$ cat src/rtl/voice_allocator.sv
// rtl/voice_allocator.sv - polyphonic voice allocator with scan/commit FSM and release decay
// Optional: VOICE_STEAL_EN steals the oldest RELEASE, then the oldest HELD voice, when none is free.
module voice_allocator #(
    parameter int NUM_VOICES   = 8,
    parameter int NOTE_WIDTH   = 7,
    parameter int FREQ_WIDTH   = 32,
    parameter int VOL_WIDTH    = 32,
    parameter int FULL_VOLUME  = 1 << 20,
    parameter int RELEASE_STEP = 1 << 14
) (
    input  logic                  clk,
    input  logic                  reset_n,
    input  logic                  tick,
    input  logic                  evt_valid,
    output logic                  evt_ready,
    input  logic                  evt_on,
    input  logic [NOTE_WIDTH-1:0] evt_note,
    input  logic [FREQ_WIDTH-1:0] evt_freq,
    output logic [FREQ_WIDTH-1:0] frequencies   [NUM_VOICES],
    output logic [VOL_WIDTH-1:0]  voice_volumes [NUM_VOICES],
    output logic [NUM_VOICES-1:0] voice_active,
    output logic                  dropped
);
    localparam int IDX_W = $clog2(NUM_VOICES);
    localparam logic [IDX_W-1:0] LAST_IDX = IDX_W'(NUM_VOICES - 1);
    localparam logic [VOL_WIDTH-1:0] FULL_V = VOL_WIDTH'(FULL_VOLUME);
    localparam logic [VOL_WIDTH-1:0] STEP_V = VOL_WIDTH'(RELEASE_STEP);

    typedef enum logic [1:0] {V_FREE, V_HELD, V_REL} vstate_t;
    typedef enum logic [1:0] {S_IDLE, S_SCAN, S_COMMIT} fsm_t;

    fsm_t                  state, state_nxt;
    logic [IDX_W-1:0]      scan_idx;
    logic                  ev_on;
    logic [NOTE_WIDTH-1:0] ev_note;
    logic [FREQ_WIDTH-1:0] ev_freq;

    vstate_t               v_state [NUM_VOICES];
    logic [NOTE_WIDTH-1:0] v_note  [NUM_VOICES];
    logic [7:0]            v_age   [NUM_VOICES];
    vstate_t               n_state [NUM_VOICES];
    logic [NOTE_WIDTH-1:0] n_note  [NUM_VOICES];
    logic [FREQ_WIDTH-1:0] n_freq  [NUM_VOICES];
    logic [VOL_WIDTH-1:0]  n_vol   [NUM_VOICES];
    logic [7:0]            n_age   [NUM_VOICES];

    logic                  retrig_found, free_found;
    logic [IDX_W-1:0]      retrig_idx, free_idx;
`ifdef VOICE_STEAL_EN
    logic                  rel_found, held_found;
    logic [IDX_W-1:0]      rel_idx, held_idx;
    logic [7:0]            rel_age, held_age;
`endif
    logic                  victim_ok;
    logic [IDX_W-1:0]      victim_idx;
    logic                  accept;

    assign evt_ready = (state == S_IDLE);
    assign accept    = evt_valid && evt_ready;

    always_ff @(posedge clk) begin
        if (!reset_n) state <= S_IDLE;
        else          state <= state_nxt;
    end

    always_comb begin
        state_nxt = state;
        case (state)
            S_IDLE:   if (evt_valid) state_nxt = S_SCAN;
            S_SCAN:   if (scan_idx == LAST_IDX) state_nxt = S_COMMIT;
            S_COMMIT: state_nxt = S_IDLE;
            default:  state_nxt = S_IDLE;
        endcase
    end

    // Candidates accumulate one voice per cycle; strict '>' keeps the lowest index on age ties.
    always_ff @(posedge clk) begin
        if (!reset_n) begin
            scan_idx     <= '0;
            ev_on        <= 1'b0;
            ev_note      <= '0;
            ev_freq      <= '0;
            retrig_found <= 1'b0;
            free_found   <= 1'b0;
            retrig_idx   <= '0;
            free_idx     <= '0;
`ifdef VOICE_STEAL_EN
            rel_found    <= 1'b0;
            held_found   <= 1'b0;
            rel_idx      <= '0;
            held_idx     <= '0;
            rel_age      <= '0;
            held_age     <= '0;
`endif
        end else if (accept) begin
            scan_idx     <= '0;
            ev_on        <= evt_on;
            ev_note      <= evt_note;
            ev_freq      <= evt_freq;
            retrig_found <= 1'b0;
            free_found   <= 1'b0;
`ifdef VOICE_STEAL_EN
            rel_found    <= 1'b0;
            held_found   <= 1'b0;
`endif
        end else if (state == S_SCAN) begin
            scan_idx <= scan_idx + IDX_W'(1);
            if (v_state[scan_idx] != V_FREE && v_note[scan_idx] == ev_note && !retrig_found) begin
                retrig_found <= 1'b1;
                retrig_idx   <= scan_idx;
            end
            if (v_state[scan_idx] == V_FREE && !free_found) begin
                free_found <= 1'b1;
                free_idx   <= scan_idx;
            end
`ifdef VOICE_STEAL_EN
            if (v_state[scan_idx] == V_REL && (!rel_found || v_age[scan_idx] > rel_age)) begin
                rel_found <= 1'b1;
                rel_idx   <= scan_idx;
                rel_age   <= v_age[scan_idx];
            end
            if (v_state[scan_idx] == V_HELD && (!held_found || v_age[scan_idx] > held_age)) begin
                held_found <= 1'b1;
                held_idx   <= scan_idx;
                held_age   <= v_age[scan_idx];
            end
`endif
        end
    end

    always_comb begin
        victim_ok  = 1'b0;
        victim_idx = '0;
        if (retrig_found) begin
            victim_ok  = 1'b1;
            victim_idx = retrig_idx;
        end else if (free_found) begin
            victim_ok  = 1'b1;
            victim_idx = free_idx;
`ifdef VOICE_STEAL_EN
        end else if (rel_found) begin
            victim_ok  = 1'b1;
            victim_idx = rel_idx;
        end else if (held_found) begin
            victim_ok  = 1'b1;
            victim_idx = held_idx;
`endif
        end
    end

`ifdef VOICE_STEAL_EN
    assign dropped = 1'b0;
`else
    assign dropped = (state == S_COMMIT) && ev_on && !victim_ok;
`endif

    // Tick decay first, then the commit overrides it for the voice(s) it touches.
    always_comb begin
        for (int i = 0; i < NUM_VOICES; i++) begin
            n_state[i] = v_state[i];
            n_note[i]  = v_note[i];
            n_freq[i]  = frequencies[i];
            n_vol[i]   = voice_volumes[i];
            n_age[i]   = v_age[i];
            if (tick && v_state[i] == V_REL) begin
                if (voice_volumes[i] <= STEP_V) begin
                    n_vol[i]   = '0;
                    n_state[i] = V_FREE;
                end else begin
                    n_vol[i] = voice_volumes[i] - STEP_V;
                end
            end
            if (state == S_COMMIT) begin
                if (ev_on) begin
                    if (victim_ok && victim_idx == IDX_W'(i)) begin
                        n_state[i] = V_HELD;
                        n_note[i]  = ev_note;
                        n_freq[i]  = ev_freq;
                        n_vol[i]   = FULL_V;
                        n_age[i]   = 8'd0;
                    end else if (victim_ok && n_state[i] != V_FREE && v_age[i] != 8'hFF) begin
                        n_age[i] = v_age[i] + 8'd1;
                    end
                end else if (v_state[i] == V_HELD && v_note[i] == ev_note) begin
                    n_state[i] = V_REL;
                end
            end
        end
    end

    always_ff @(posedge clk) begin
        for (int i = 0; i < NUM_VOICES; i++) begin
            if (!reset_n) begin
                v_state[i]       <= V_FREE;
                v_note[i]        <= '0;
                frequencies[i]   <= '0;
                voice_volumes[i] <= '0;
                v_age[i]         <= '0;
                voice_active[i]  <= 1'b0;
            end else begin
                v_state[i]       <= n_state[i];
                v_note[i]        <= n_note[i];
                frequencies[i]   <= n_freq[i];
                voice_volumes[i] <= n_vol[i];
                v_age[i]         <= n_age[i];
                voice_active[i]  <= (n_state[i] != V_FREE);
            end
        end
    end
endmodule

$ cat config.mk
export PLATFORM = sky130hd
export DESIGN_NAME = voice_allocator
export DESIGN_NICKNAME = d
export VERILOG_FILES = /design/src/rtl/voice_allocator.sv
export SDC_FILE = /design/constraint.sdc
export NUM_CORES = 1
export LEC_CHECK = 0
export ABC_AREA = 1
export CORE_UTILIZATION = 50
export DETAILED_ROUTE_END_ITERATION = 10
export PLACE_DENSITY_LB_ADDON = 0.1
export SYNTH_ARGS = -nofsm -noshare
export SYNTH_HDL_FRONTEND = slang
export SYNTH_SLANG_ARGS = --single-unit
$ cat constraint.sdc
create_clock -name clk -period 4.1 [get_ports clk]
set_clock_uncertainty 0.1 [all_clocks]
set_input_delay 0.615 -clock clk [delete_from_list [all_inputs] [get_ports clk]]
set_output_delay 0.615 -clock clk [all_outputs]
set_load 0.05 [all_outputs]
==> key figures, run 1 <==
Final layout
  – Final nets: 4049
  – Layout cells sized above 1: 4.59%
  – Register cell area after layout: 13000 sq um
  – Synth-to-Final Area Change: 31.3%
  – Fill cells: 4554
  – Multi-input logic area: 10800 sq um

Route
  – Drt drc: 0
  – Vias: 24500
  – Initial DRC Count: 1948
  – Average wire per standard cell: 18.0 um
  – Antenna viol nets, final: 0
  – Pre-antenna DRT Iters: 5
  – Routed WL: 84800 um
  – Via/cell ratio: 5.19

Pwr
  – Combinational power share: 3.7%
  – Switching Share: 22.3%
  – Pleak: 13.4 nW
  – Total power divided by cell area: 384 nW/um^2
  – Cell internal pwr: 10.2 mW
  – Psw: 2.92 mW
  – Flop pwr share: 49.4%
  – Worst VDD drop: 0.341 mV
  – Clock power frac: 47.0%

Placed design
  – DPL Wire Length: 57200 um
  – Routability cong.: 0.922
  – PortBufs: 565

STA
  – Highest Clock Rate: 318 MHz
  – Setup TNS: 0 ns
  – Period utilization: 76.7%
  – Final hold vios: 0
  – Worst hold slack: 0.341 ns
  – RSZ-0062 raised after global routing: no
  – Rel. slew slack: 25.1%
  – Setup violations, final: 0
  – Worst-Margin Slew: 1.12 ns
  – Min Tclk post-route: 3.15 ns
  – Final max-slew violation count: 0

Die
  – Core Box Area: 51300 sq um
  – Die width: 230 um
  – Die area: 52800 sq um
  – Die Y: 230 um
  – Boundary Pins: 566
  – Initial Util: 50.6%
  – Num rows: 83

Synthesis
  – Post-Syn Nets: 3584
  – Cell area after synthesis: 25900 sq um
  – Mapped Cells: 3522
  – Synth warnings: 0
  – Yosys cell types: 46
  – Most numerous cell in the Yosys netlist: nor2_1
  – Post-synth EDFFs: 0
  – Area contributors post-synth: dfxtp_1 50%, nor2_1 14%, o21ai_0 7.4%
  – Share of flip-flops with an asynchronous set or reset: 0%
  – Dominant synthesized flop cell: dfxtp_1
  – Top cell type by total area after synthesis: dfxtp_1
  – Synth Register Bits: 648
  – Sequential share of the synthesized area: 50.0%
  – Post-synth top cells: 996 x nor2_1, 648 x dfxtp_1, 386 x o21ai_0
  – Yosys top cell area share: 50.0%
  – Synthesized area per cell: 7.37 sq um

Clocking
  – Post_cts resized: 0
  – CTS Hold Buffers Added: 0
  – CTS H-tree lvls: 3
  – CTS Buffer Depth: 3
  – CTS tree: yes
  – CTS buffer count: 67
  – Clock latency on the worst-skew pair: 0.60 ns
  – Sink count of the clock tree: 648
  – Postcts setup bufs: 0
  – Clock transition at path regs: 0.06 ns
  – Clock Root Buffer: clkbuf_16

Status
  – Status: complete, no violations

Min path
  – Min-Delay Path Class: flip-flop to flip-flop
  – Hold wc startpoint: voice_volumes[102]

Setup path
  – Critical-path maximum fanout: 4
  – Reg-to-reg critical path startpoint: retrig_found
  – Crit path launch type: flip-flop
  – WS Path Type: flip-flop to output port
  – CP startpoint: state[1]
  – Worst EP required: 3.38 ns
  – Worst Path Arrival: 2.43 ns
  – Critical path capture point type: output port

Global routing
  – Pin count of the biggest net entering global routing: 279
  – Vias in the first global route: 22400
  – GR Overflow Total: 0
  – GR Util All Layers: 31.2%
  – Initial antenna violation count: 5
  – First-pass GRT wire length: 129000 um

Job
  – Max-cap viol count: 0
[layout by cell type (no fill, tap or decap), types with 4 or more instances in the layout]
| cell | count |
|---|---|
| clkbuf_8 | 16 |
| ha_1 | 18 |
| nand3_2 | 6 |
| nand3_1 | 144 |
| inv_1 | 335 |
| a21oi_1 | 127 |
| and3_1 | 7 |
| o211ai_1 | 8 |
| bufinv_16 | 5 |
| xor2_1 | 60 |
| nor2_1 | 995 |
| o21ai_0 | 386 |
| clkdlybuf4s50_1 | 564 |
| nor3_2 | 5 |
| a211oi_1 | 4 |
| nor3_1 | 58 |
| clkbuf_1 | 15 |
| o22ai_1 | 16 |
| nand2_2 | 7 |
| dfxtp_1 | 648 |
| nor2_2 | 9 |
| nand4_1 | 38 |
| buf_4 | 31 |
| nor4_1 | 40 |
| nand2_1 | 325 |
| xnor2_1 | 22 |
| nor3b_1 | 15 |
| clkbuf_16 | 69 |
| clkinv_2 | 5 |
| or2_2 | 6 |
| inv_2 | 11 |
| clkinv_1 | 4 |
| or2_0 | 4 |
[worst paths after layout]
kind / depth (start not counted) / slack [ns] / to
setup / recovery: 5 / 0.95 / dropped
hold reg to reg: 2 / 0.34 / voice_volumes[102]
hold / removal: 2 / 0.34 / voice_volumes[102]
setup reg to reg: 11 / 1.25 / voice_volumes[93]
[logic make-up after synthesis]
kind of cell	Yosys count	share of synthesized area (%)
AO/OA/AOI/OAI	552	10.9
adder cells (fa/ha/maj)	18	0.868
buffers and inverters	551	8.44
flip-flops	648	50.0
AND/OR/NAND/NOR	1671	27.0
XOR/XNOR	82	2.77
[metal layers]
metal  share of wire, %  vias to the layer above  GRT usage [%]
met5              0.027                        -              0
met2                 46                      858           51.0
met1                 41                    11300           38.6
met4                3.7                        4           12.1
li1                   -                    12100              -
met3                9.1                      168           9.16
[state kept, by name, summed over array words and instances, names as in the netlist, named ones only]
register and flops:
retrig_idx 3, v_note 56, frequencies 256, voice_volumes 256
free_found 1, ev_freq 32, state 2, scan_idx 3
ev_note 7, ev_on 1, v_state 16, retrig_found 1
voice_active 8, free_idx 3
[stage by stage]
stage | instances | total power, mW | area (sq um) | utilization (%) | setup slack (ns)
CTS | 4710 | 13.2 | 34100 | 66.4 | 0.935
floorplan | 3522 | 6.88 | 25900 | - | 2.03
global placement | 4598 | 7.06 | 31900 | 62.1 | 0.857
finish | 4713 | 13.1 | 34100 | 66.4 | 0.954
global route | 4713 | 13.5 | 34100 | 66.4 | 0.854
detailed placement | 4598 | 7.06 | 31900 | 62.1 | 0.781
[area by class of cell]
type,count,area share [%]
flip-flops and latches,648,38.1
multi-input cells,2323,31.7
repair buffers,597,17.4
clock buffers,99,5.84
inverters,350,3.86
well taps,680,2.50
clock inverters,13,0.588
diodes,3,0.0220
[power by group through the flow]
stage / registers [mW] / logic (mW) / clock network [mW]
floorplan: 6.48 / 0.397 / 0
global placement: 6.59 / 0.468 / 0
detailed placement: 6.59 / 0.470 / 0
CTS: 6.45 / 0.471 / 6.23
global route: 6.46 / 0.533 / 6.47
finish: 6.45 / 0.477 / 6.14
[critical path: stages (launching register included)]
cell	delay, ns
dfxtp_1	0.32
inv_1	0.09
nor2_4	0.17
nand2_1	0.20
nor2_1	0.17
clkdlybuf4s50_1	0.87
Power figures use the tool's default switching activity.
==> inputs of run 2 (changes only) <==
==> constraint.sdc (replaced) <==
create_clock -name clk -period 3.29 [get_ports clk]
set_clock_uncertainty 0.1 [all_clocks]
set_input_delay 0.4935 -clock clk [delete_from_list [all_inputs] [get_ports clk]]
set_output_delay 0.4935 -clock clk [all_outputs]
set_load 0.05 [all_outputs]
==> key figures, run 2 (synthesized netlist as in run 1, its figures left out) <==
Status
  – Status: complete, no violations

Setup path
  – Worst-path cell chain: inv_1 -> nor2_4 -> nand2_1 -> nor2_1 -> clkdlybuf4s50_1
  – Reg2reg path depth: 9 (-2)
  – WS Path Type: flip-flop to output port
  – Worst Path Arrival: 2.42 ns (about the same)
  – CP startpoint: state[1]
  – Critical Path Slowest Stage Cell: clkdlybuf4s50_1
  – Reg-to-reg critical path startpoint: state[1]
  – Crit path launch type: flip-flop
  – Critical-path maximum fanout: 4 (unchanged)
  – Worst EP required: 2.70 ns (-0.68 ns)
  – CP peak stage delay: 0.87 ns (about the same)
  – Critical path capture point type: output port

Route
  – Drt drc: 0 (unchanged)
  – Average wire per standard cell: 17.9 um (-0.64%)
  – Routed WL: 84700 um (about the same)
  – Antenna viol nets, final: 0 (unchanged)
  – Pre-antenna DRT Iters: 7 (+2)
  – Via/cell ratio: 5.17 (-0.37%)
  – Vias: 24500 (+0.18%)
  – Initial DRC Count: 1907 (-2.1%)

Clocking
  – Sink count of the clock tree: 648 (unchanged)
  – Postcts setup bufs: 0 (unchanged)
  – CTS H-tree lvls: 3 (unchanged)
  – CTS Buffer Depth: 3 (unchanged)
  – CTS tree: yes
  – Clock Root Buffer: clkbuf_16
  – Clock transition at path regs: 0.06 ns (about the same)
  – Clock latency on the worst-skew pair: 0.59 ns (about the same)
  – Post_cts resized: 0 (unchanged)
  – CTS Hold Buffers Added: 0 (unchanged)
  – CTS buffer count: 68 (+1.5%)

Global routing
  – Initial antenna violation count: 6 (+1)
  – Pin count of the biggest net entering global routing: 169 (-39%)
  – GR Util All Layers: 31.7% (+0.48 points)
  – GR Overflow Total: 0 (unchanged)
  – First-pass GRT wire length: 132000 um (+1.8%)
  – Vias in the first global route: 23100 (+3.2%)

STA
  – Setup violations, final: 0 (unchanged)
  – Worst-Margin Slew: 0.708 ns (-0.415 ns)
  – Final max-slew violation count: 0 (unchanged)
  – Highest Clock Rate: 332 MHz
  – Period utilization: 91.5%
  – Setup TNS: 0 ns (unchanged)
  – Worst hold slack: 0.314 ns (-0.0271 ns)
  – RSZ-0062 raised after global routing: no
  – Rel. slew slack: 52.8% (+28 points)
  – Final hold vios: 0 (unchanged)
  – Final worst slack: 0.279 ns (-0.675 ns)
  – Min Tclk post-route: 3.01 ns

Job
  – Max-cap viol count: 0 (unchanged)

Final layout
  – Fin util: 66.9% (+0.49 points)
  – Top Registers: frequencies (256), voice_volumes (256), v_note (56)
  – Layout cells sized above 1: 5.23% (+0.64 points)
  – Final nets: 4065 (+0.40%)
  – Fill cells: 4470 (-1.8%)
  – Most common cell after layout, fill and taps aside: nor2_1
  – Synth-to-Final Area Change: 32.2%
  – Layout Cells excl Fill: 4739 (+0.55%)
  – Most frequent cells in the layout: 995 x nor2_1, 648 x dfxtp_1, 564 x clkdlybuf4s50_1, 386 x o21ai_0, 336 x inv_1

Die
  – Die Y: 230 um (unchanged)
  – Core Box Area: 51300 sq um (unchanged)
  – Boundary Pins: 566 (unchanged)
  – Num rows: 83 (unchanged)
  – Initial Util: 50.6% (unchanged)
  – Die area: 52800 sq um (unchanged)
  – Die width: 230 um (unchanged)

Min path
  – Min-Delay Path Class: input port to flip-flop
  – Hold wc startpoint: reset_n
  – WHS Path Cells: 3 (+1)

Placed design
  – Routability cong.: 0.937 (+1.6%)
  – Setup WS pre-CTS: 0.542 ns (-0.238 ns)
  – Dpl cells: 4613 (+0.33%)
  – DPL Wire Length: 58200 um (+1.7%)
  – PortBufs: 565 (unchanged)

Pwr
  – Pleak: 13.6 nW (+1.1%)
  – Worst VDD drop: 0.404 mV (+18%)
  – Total power divided by cell area: 482 nW/um^2 (+26%)
[run 2: cell types whose count changed in the layout (fill, tap and decap cells not counted)]
cell	previous run	this run
buf_4	31	44
clkinvlp_4	1	2
buf_12	1	3
inv_6	2	1
clkbuf_16	69	71
bufinv_16	5	4
clkinv_1	4	3
clkinv_2	5	11
clkbuf_8	16	21
clkbuf_1	15	14
inv_1	335	336
[run 2: final timing paths]
kind	endpoint	slack, ns
max	dropped	0.28
max reg2reg	v_note[4][6]	0.74
min	v_note[7][6]	0.31
min reg2reg	voice_volumes[199]	0.34
[run 2: worst max-delay path, delay by kind of cell (launching register included)]
kind / cells / cell delay (ns)
buf+inv: 2 / 0.97
flops: 1 / 0.35
simple gates: 3 / 0.51
[run 2: final cells by class]
cell class / count / area, sq um / share of cell area (%)
Sequential cell: 648 / 13000 / 37.8
Multi-Input combinational cell: 2323 / 10800 / 31.5
Timing Repair Buffer: 612 / 6050 / 17.6
Clock buffer: 105 / 2100 / 6.13
Inverter: 350 / 1310 / 3.83
Tap cell: 680 / 851 / 2.48
Clock inverter: 18 / 199 / 0.580
Antenna cell: 3 / 7.51 / 0.0219
[run 2: report_power, final]
part           internal [mW]  leakage [nW]  switching, mW
clock                   4.72          1.14           3.15
combinational          0.215          7.23          0.444
sequential              7.89          5.23          0.111
[run 2: per-layer routing]
layer / GRT usage [%] / vias up / part of all wire, % / wire length, um
li1: - / 12100 / - / -
met1: 38.2 / 11300 / 41 / 34400
met2: 53.3 / 876 / 47 / 39800
met3: 8.58 / 157 / 8.7 / 7390
met4: 12.9 / 4 / 3.6 / 3020
met5: 0 / - / 0.037 / 31
[run 2: per-stage QoR]
stage / instance area (sq um) / total power [mW]
6_report: 34300 / 16.5
2_1_floorplan: 25900 / 8.57
3_3_place_gp: 32000 / 8.82
3_5_place_dp: 32000 / 8.82
5_1_grt: 34300 / 17.1
4_1_cts: 34300 / 16.6
==> inputs of run 3 (changes only) <==
--- a/config.mk
+++ b/config.mk
@@ -6,6 +6,8 @@
 export NUM_CORES = 1
 export LEC_CHECK = 0
 export ABC_AREA = 1
+export CORE_ASPECT_RATIO = 1.5
+export CORE_MARGIN = 8
 export CORE_UTILIZATION = 50
 export DETAILED_ROUTE_END_ITERATION = 10
 export PLACE_DENSITY_LB_ADDON = 0.1
==> key figures, run 3 (synthesized netlist as in run 1, its figures left out) <==
Setup path
  – Worst Path Arrival: 2.53 ns (+0.11 ns)
  – WS Path Type: flip-flop to output port
  – Reg-to-reg critical path startpoint: state[1]
  – Worst EP required: 2.70 ns (about the same)
  – Critical path capture point type: output port
  – Reg2reg path depth: 10 (+1)
  – Crit path launch type: flip-flop
  – CP peak stage delay: 0.91 ns (+0.04 ns)
  – Critical Path Slowest Stage Cell: clkdlybuf4s50_1
  – CP startpoint: state[1]
  – Worst path bufs/invs: 2 (unchanged)
  – Critical path depth in cells: 5 (unchanged)
  – Worst-path cell chain: inv_1 -> nor2_4 -> nand2_1 -> nor2_1 -> clkdlybuf4s50_1
  – Critical-path maximum fanout: 4 (unchanged)
  – Family with the most delay on the worst path: buffers and inverters

Die
  – Boundary Pins: 566 (unchanged)
  – Die Y: 295 um (+28%)
  – Initial Util: 50.5% (-0.13 points)
  – Die area: 59600 sq um (+13%)
  – Num rows: 102 (+23%)
  – Core Box Area: 51400 sq um (+0.25%)
  – Die width: 202 um (-12%)

Final layout
  – Fin area: 34000 sq um (-0.91%)
  – Layout cells sized above 1: 4.88% (-0.35 points)
  – Synth-to-Final Area Change: 31.0%
  – Top Registers: frequencies (256), voice_volumes (256), v_note (56)
  – Final nets: 4061 (-0.098%)
  – Most frequent cells in the layout: 995 x nor2_1, 648 x dfxtp_1, 564 x clkdlybuf4s50_1, 386 x o21ai_0, 336 x inv_1
  – Fill cells: 4561 (+2.0%)
  – Most common cell after layout, fill and taps aside: nor2_1
  – Fin util: 66.1% (-0.78 points)

Min path
  – Hold wc startpoint: reset_n
  – Min-Delay Path Class: input port to flip-flop
  – WHS Path Cells: 3 (unchanged)

Clocking
  – CTS tree: yes
  – Clock latency on the worst-skew pair: 0.61 ns (+0.02 ns)
  – CTS Hold Buffers Added: 0 (unchanged)
  – Post_cts resized: 0 (unchanged)
  – CTS buffer count: 59 (-13%)
  – CTS Buffer Depth: 3 (unchanged)
  – Clock transition at path regs: 0.06 ns (about the same)
  – Postcts setup bufs: 0 (unchanged)
  – Sink count of the clock tree: 648 (unchanged)
  – Clock Root Buffer: clkbuf_16
  – CTS H-tree lvls: 2 (-1)

STA
  – RSZ-0062 raised after global routing: no
  – Rel. slew slack: 25.0% (-28 points)
  – Period utilization: 95.0% (+3.5 points)
  – Final worst slack: 0.163 ns (-0.116 ns)
  – Final max-slew violation count: 0 (unchanged)
  – Setup violations, final: 0 (unchanged)
  – Highest Clock Rate: 320 MHz (-3.7%)
  – Min Tclk post-route: 3.13 ns (+0.116 ns)
  – Final hold vios: 0 (unchanged)
  – Setup TNS: 0 ns (unchanged)
  – Worst-Margin Slew: 1.12 ns (+0.416 ns)

Route
  – Vias: 24200 (-1.0%)
  – Antenna viol nets, final: 0 (unchanged)
  – Drt drc: 0 (unchanged)
  – Initial DRC Count: 1585 (-17%)
  – Routed WL: 86800 um (+2.5%)
  – Average wire per standard cell: 18.4 um (+2.9%)
  – Via/cell ratio: 5.14 (-0.64%)
  – Pre-antenna DRT Iters: 5 (-2)

Pwr
  – Cell internal pwr: 12.2 mW (-5.0%)
  – Pleak: 13.4 nW (-1.2%)
  – Final Power: 15.7 mW (-4.9%)
  – Flop pwr share: 51.0% (+2.6 points)
  – Total power divided by cell area: 462 nW/um^2 (-4.1%)
  – Combinational power share: 4.1% (about the same)
  – Switching Share: 22.5% (+0.097 points)
  – Worst VDD drop: 0.504 mV (+25%)
  – Psw: 3.53 mW (-4.5%)
  – Clock power frac: 44.9% (-2.7 points)

Global routing
  – Initial antenna violation count: 9 (+3)
  – Pin count of the biggest net entering global routing: 243 (+44%)
  – GR Util All Layers: 27.8% (-3.9 points)
  – Vias in the first global route: 23300 (+0.85%)
  – First-pass GRT wire length: 133000 um (+0.76%)
  – GR Overflow Total: 0 (unchanged)

Placed design
  – Cell Area, Placed: 32000 sq um (about the same)
  – Routability cong.: 0.927 (-1.0%)
  – PortBufs: 565 (unchanged)
  – DPL Wire Length: 62500 um (+7.4%)
  – Setup WS pre-CTS: 0.558 ns (+0.0159 ns)

Job
  – Max-cap viol count: 0 (unchanged)

Status
  – Status: complete, no violations
run 3: changes by cell type in the layout (fill, tap and decap cells not counted), sizes merged:
cell,before,now
clkinvlp,2,3
clkbuf,106,79
bufinv,4,8
buf,47,52
diode,3,5
run 3: power groups by stage:
stage / Sequential, mW / Combinational, mW / Clock [mW]
finish: 8.01 / 0.647 / 7.05
global route: 8.02 / 0.716 / 7.49
CTS: 8.01 / 0.639 / 7.17
detailed placement: 8.19 / 0.637 / 0
global placement: 8.19 / 0.635 / 0
floorplan: 8.08 / 0.495 / 0
run 3: worst min-delay path, stage by stage:
cell and delay, ns:
clkbuf_8 0.13, nand2_1 0.07, inv_1 0.05
run 3: metal layers:
| metal | GRT usage (%) | part of all wire, % | up-vias |
|---|---|---|---|
| met4 | 13.5 | 5.2 | 8 |
| met3 | 9.67 | 8.9 | 209 |
| li1 | - | - | 12100 |
| met1 | 28.4 | 36 | 11100 |
| met5 | 0 | 0.063 | - |
| met2 | 49.9 | 50 | 806 |
run 3: final timing paths:
kind                            end  slack, ns
setup / recovery            dropped       0.16
setup reg to reg  voice_volumes[62]       0.72
hold reg to reg   voice_volumes[42]       0.34
hold / removal        v_state[6][1]       0.09
run 3: final cells by class:
| cell class | count | area, sq um | area share [%] |
|---|---|---|---|
| inverters | 350 | 1310 | 3.86 |
| well taps | 676 | 846 | 2.49 |
| diodes | 5 | 12.5 | 0.0368 |
| multi-input cells | 2323 | 10800 | 31.8 |
| flip-flops and latches | 648 | 13000 | 38.2 |
| repair buffers | 617 | 6070 | 17.9 |
| clock buffers | 78 | 1620 | 4.76 |
| clock inverters | 23 | 349 | 1.03 |
run 3: metrics by stage:
step | hold slack (ns) | cells
6_report | 0.0886 | 4720
5_1_grt | 0.0896 | 4719
2_1_floorplan | 0.331 | 3522
3_3_place_gp | 0.328 | 4614
4_1_cts | 0.0652 | 4715
3_5_place_dp | 0.332 | 4614
